<file path="config.mk">
export PLATFORM = sky130hd
export DESIGN_NAME = adder_tree_layer_reg
export DESIGN_NICKNAME = d
export VERILOG_FILES = /design/src/rtl/adder_tree_layer_reg.sv
export SDC_FILE = /design/constraint.sdc
export NUM_CORES = 1
export LEC_CHECK = 0
export BUFFER_PORTS_ARGS = -buffer_cell sky130_fd_sc_hd__buf_2
export CORE_AREA = 2 2 39 41
export CTS_CLUSTER_DIAMETER = 200
export DETAILED_ROUTE_END_ITERATION = 10
export DIE_AREA = 0 0 41 43
export HOLD_SLACK_MARGIN = 0.15
export PLACE_DENSITY = 0.58
export RECOVER_POWER = 50
export SLEW_MARGIN = 25
export SYNTH_ARGS = -nofsm -noshare
export SYNTH_HDL_FRONTEND = slang
export SYNTH_SLANG_ARGS = --single-unit
</file>
<file path="constraint.sdc">
create_clock -name clk -period 1.9 [get_ports clk]
set_clock_uncertainty 0.1 [all_clocks]
set_input_delay 0.19 -clock clk [delete_from_list [all_inputs] [get_ports clk]]
set_output_delay 0.19 -clock clk [all_outputs]
set_load 0.1 [all_outputs]
</file>
<file path="src/rtl/adder_tree_layer_reg.sv">
// adder_tree_layer_reg
// One registered stage of a signed binary adder tree. Adjacent input pairs
// are summed into results one bit wider; an odd trailing element passes
// through sign-extended. A valid bit travels alongside so that cascaded
// stages form a one-cycle-per-stage pipeline.

module adder_tree_layer_reg #(
  parameter  int INPUTS_AMOUNT  = 2,
  parameter  int DATAW          = 4,
  localparam int OUTPUTS_AMOUNT = (INPUTS_AMOUNT + 1) / 2
) (
  input  logic             clk,
  input  logic             rst_n,
  input  logic             valid_i,
  input  logic [DATAW-1:0] inputs  [0:INPUTS_AMOUNT-1],
  output logic             valid_o,
  output logic [DATAW:0]   outputs [0:OUTPUTS_AMOUNT-1]
);

  // Reject degenerate configurations before anything is built.
  if (INPUTS_AMOUNT < 1) begin : g_bad_inputs
    $fatal(1, "adder_tree_layer_reg: INPUTS_AMOUNT must be >= 1");
  end
  if (DATAW < 1) begin : g_bad_dataw
    $fatal(1, "adder_tree_layer_reg: DATAW must be >= 1");
  end

  // Widen a two's-complement operand by one bit so the pair sum is exact.
  function automatic logic [DATAW:0] sext(input logic [DATAW-1:0] v);
    return {v[DATAW-1], v};
  endfunction

  logic [DATAW:0] sum_s     [0:OUTPUTS_AMOUNT-1];
  logic [DATAW:0] outputs_r [0:OUTPUTS_AMOUNT-1];
  logic           valid_r;

  // Pairwise sums; the final slot is a plain pass-through when the count is odd.
  for (genvar k = 0; k < OUTPUTS_AMOUNT; k++) begin : g_pair
    if (2 * k + 1 < INPUTS_AMOUNT) begin : g_sum
      assign sum_s[k] = sext(inputs[2*k]) + sext(inputs[2*k+1]);
    end else begin : g_pass
      assign sum_s[k] = sext(inputs[2*k]);
    end
  end

  // Result registers: cleared by reset, loaded only on valid cycles, held otherwise.
  always_ff @(posedge clk) begin
    if (!rst_n) begin
      valid_r <= 1'b0;
      for (int k = 0; k < OUTPUTS_AMOUNT; k++) begin
        outputs_r[k] <= {(DATAW + 1){1'b0}};
      end
    end else begin
      valid_r <= valid_i;
      if (valid_i) begin
        outputs_r <= sum_s;
      end
    end
  end

  assign valid_o = valid_r;
  assign outputs = outputs_r;

endmodule

</file>
-- After elaboration in Yosys (flattened, before gate mapping)
Cells that the tools add are included.
- bits in registers: 6
- input port bits: 11
- output and inout port bits: 6
- add/subtract/negate cells: 1
- operators with widths (operator ; count):
    4-bit by 4-bit adder with 5-bit output ; 1

-- Longest topological paths before layout
- word-level depth: 1
- gate-level depth with buffers: 6
- depth with buffers taken out: 6

-- Worst setup path before layout
Ideal clock, no wire load.
- kind: reg2reg
- from: reg, netlist name outputs[4]
- to: reg outputs_r (netlist bit outputs[4])
- library setup time: 75 ps
- arrival: 1266 ps
- path slack: 459 ps
- cell stages (with the launch flop): 3
- clock period less this slack: 1441 ps
- cell sequence: dfxtp_1 -> o21ai_0 -> a31oi_1
- RTL lines (what ; line ; source):
    end signal, assigned by index ; 51 ; outputs_r[k] <= {(DATAW + 1){1'b0}};
    end signal, assigned ; 56 ; outputs_r <= sum_s;
    end, declared ; 34 ; logic [DATAW:0] outputs_r [0:OUTPUTS_AMOUNT-1];

-- Final worst setup path
- from: in inputs[0] (netlist name)
- to: reg outputs_r (netlist bit outputs[4])
- cells in the longest elaborated chain, start to end: 1
- ends and longest elaborated chain (what ; line ; source):
    start, declared ; 15 ; input logic [DATAW-1:0] inputs [0:INPUTS_AMOUNT-1],
    4-bit by 4-bit adder with 5-bit output ; 40 ; assign sum_s[k] = sext(inputs[2*k]) + sext(inputs[2*k+1]);
Every way passes these cells.
A chain may end at the register's enable or synchronous reset.

==> key figures <==
GRT
  – Total Routing Usage GR: 0.102
  – Via count of the first global-routing pass: 288
  – First-pass GRT wire length: 1190 µm
  – GRT Residual Overflow: 0
  – Largest net degree at the start of global routing: 11
  – Initial antenna violation count: 0

Layout
  – Highest-count cells in the layout ignoring fill and taps: buf_2 (13), dfxtp_1 (6), ha_1 (4)
  – Sequential cell area: 120 µm²
  – Layout cells sized above 1: 0.327
  – Fill cells: 149
  – Final instance area: 477 µm²
  – Layout Nets: 73
  – Footprint of the multi-input gates: 214 µm²
  – Area Overhead vs Synth: 35.1%
  – Commonest non-fill, non-tap cell in the layout: buf_2
  – Antenna diodes: 0
  – Final Non-Filler Cells: between 70 and 80

Synth
  – Synth Warn #: 0
  – FF+latch count, synth: 6
  – Mapped Nets: 52
  – Sequential-to-total area share from yosys stat: 0.340
  – Avg Inst Size Synth: approximately 9.8 µm²
  – Synth Instances: 36
  – Synth Cell Area: 353 µm²
  – Distinct cells, synth: 20

Clock tree
  – Post-CTS setup buffers: 0
  – CTS max path bufs: 2
  – Cts bufs inserted: 3
  – Clock Latency Late Sink: around 0.24 ns
  – Clock Sinks: 6
  – Clock-pin slew on the worst setup and hold paths: roughly 0.040 ns
  – Root Driver: clkbuf_4
  – TritonCTS clock tree: yes
  – H-tree depth: 1

STA
  – Max Slew Vio Count: 0
  – Fmax: 0.728 GHz
  – Final Cycle Share: 0.723
  – RSZ-0062 raised after global routing: no
  – Setup ws final: 0.526 ns
  – Endpoints failing setup: 0
  – Rel. slew slack: 0.640
  – Final hold vios: 0
  – Worst-margin pin slew: 0.542 ns
  – Crit path time final: ~1.4 ns
  – Final TNS setup: 0 ns

Critical path
  – Crit path max fanout: 2
  – Startpoint Class: primary input
  – Critical path arrival: ~1.4 ns
  – Reg2reg path depth: 2
  – Critical path endpoint category: flop
  – Crit path kind: primary input to flop
  – CP required: approximately 2.0 ns

Run status
  – Status: finished clean

Die
  – Starting Density: 0.255
  – Die H: 43 µm
  – Core Rows: 14
  – Die width: roughly 40 µm
  – Io pins: 17
  – Placeable core area: 1380 µm²
  – Die Area: 1760 µm²

Pwr
  – Leak pwr: roughly 0.25 nW
  – P per Cell Area: 853 nW/µm²
  – Maximum vdd ir drop: 0.000351 V

Drt
  – Pre-antenna DRT Iters: 4
  – DRT Wirelength: 672 µm
  – Initial drt markers: 3
  – Routed Antenna Nets: 0
  – Routed WL per cell: 9.46 µm
  – # DRC: 0
  – Vias: 314
  – Drt via density: 4.42

Place
  – Routability cong.: 0.692
  – Pre-CTS setup slack: 0.283 ns
  – Cell count after placement: between 60 and 70
  – Dpl cell area: 445 µm²
  – IO buf count: 16

Worst hold path
  – Worst hold path type: primary input to flop
  – WHS Path Cells: 2

Job
  – Max cap viols: 0
-- layout make-up --
| cell class | count | share of cell area |
|---|---|---|
| Tap cell | 16 | 0.0420 |
| Timing Repair Buffer | 17 | 0.186 |
| Inverter | 3 | 0.0236 |
| Sequential cell | 6 | 0.252 |
| Clock buffer | 3 | 0.0472 |
| Multi-Input combinational cell | 26 | 0.449 |
-- worst max-delay path, stage by stage --
cell and delay (ns):
buf_2 0.10, ha_1 0.21, inv_1 0.07, fa_1 0.20, nor2b_1 0.05, or4b_1 0.45, a31oi_1 0.18
-- state kept, by name (all words and copies together), names as in the netlist --
register / count
outputs: 5
valid_o: 1
-- final timing paths --
kind                            slack, ns                    start                      end
worst max-delay path                 0.53                inputs[0]  outputs[4]$_SDFFE_PN0P_
worst min-delay path                 0.19                  valid_i  outputs[4]$_SDFFE_PN0P_
worst max register to register       1.17  outputs[4]$_SDFFE_PN0P_  outputs[4]$_SDFFE_PN0P_
worst min register to register       0.38  outputs[1]$_SDFFE_PN0P_  outputs[1]$_SDFFE_PN0P_
-- repair_timing --
item	in CTS	in global routing
hold buffers	1	0
endpoints found under the setup margin	0	0
resized for setup	0	0
endpoints found under the hold margin	1	0
-- cell usage after synthesis --
master    instances  area [µm²]
inv_1             3        11.3
o211a_1           1        10.0
nand2b_1          1        6.26
mux2i_1           2        20.0
nand3b_1          2        15.0
and2_1            1        6.26
a21o_1            1        7.51
or4b_1            1        10.0
nor2b_1           3        18.8
o21ai_0           1        5.00
and3_1            1        6.26
xnor2_1           1        8.76
nand3_1           3        15.0
nand2_1           1        3.75
buf_4             1        7.51
a31oi_1           1        6.26
dfxtp_1           6         120
ha_1              4        50.1
fa_1              1        20.0
a21oi_1           1        5.00
-- per-layer routing --
layer / vias up / wire length (µm) / global-route usage
li1: 165 / - / -
met1: 142 / 292 / 0.124
met2: 7 / 336 / 0.141
met3: 0 / 44 / 0.0628
met4: 0 / 0 / 0.0400
met5: - / 0 / 0
-- cell families (layout without fill, tap and decap cells) --
| kind of cell | after synthesis | after routing | share of synthesized area |
|---|---|---|---|
| AO/OA/AOI/OAI | 5 | 5 | 0.0957 |
| XOR/XNOR | 1 | 1 | 0.0248 |
| flip-flops | 6 | 6 | 0.340 |
| AND/OR/NAND/NOR | 13 | 13 | 0.231 |
| multiplexers | 2 | 2 | 0.0567 |
| buffers and inverters | 4 | 23 | 0.0532 |
| adder cells (fa/ha/maj) | 5 | 5 | 0.199 |
-- power breakdown --
group,internal [mW],leakage (nW),switching (mW)
Combinational,0.0397,0.182,0.109
Clock,0.0714,0.0138,0.0447
Sequential,0.137,0.0497,0.00420
-- metrics by stage --
stage / hold slack (ns) / total power, mW / util
floorplan: 0.217 / 0.263 / -
global placement: 0.359 / 0.292 / 0.322
detailed placement: 0.362 / 0.292 / 0.322
CTS: 0.183 / 0.415 / 0.345
global route: 0.206 / 0.434 / 0.344
finish: 0.193 / 0.406 / 0.344
Power figures use the tool's default switching activity.
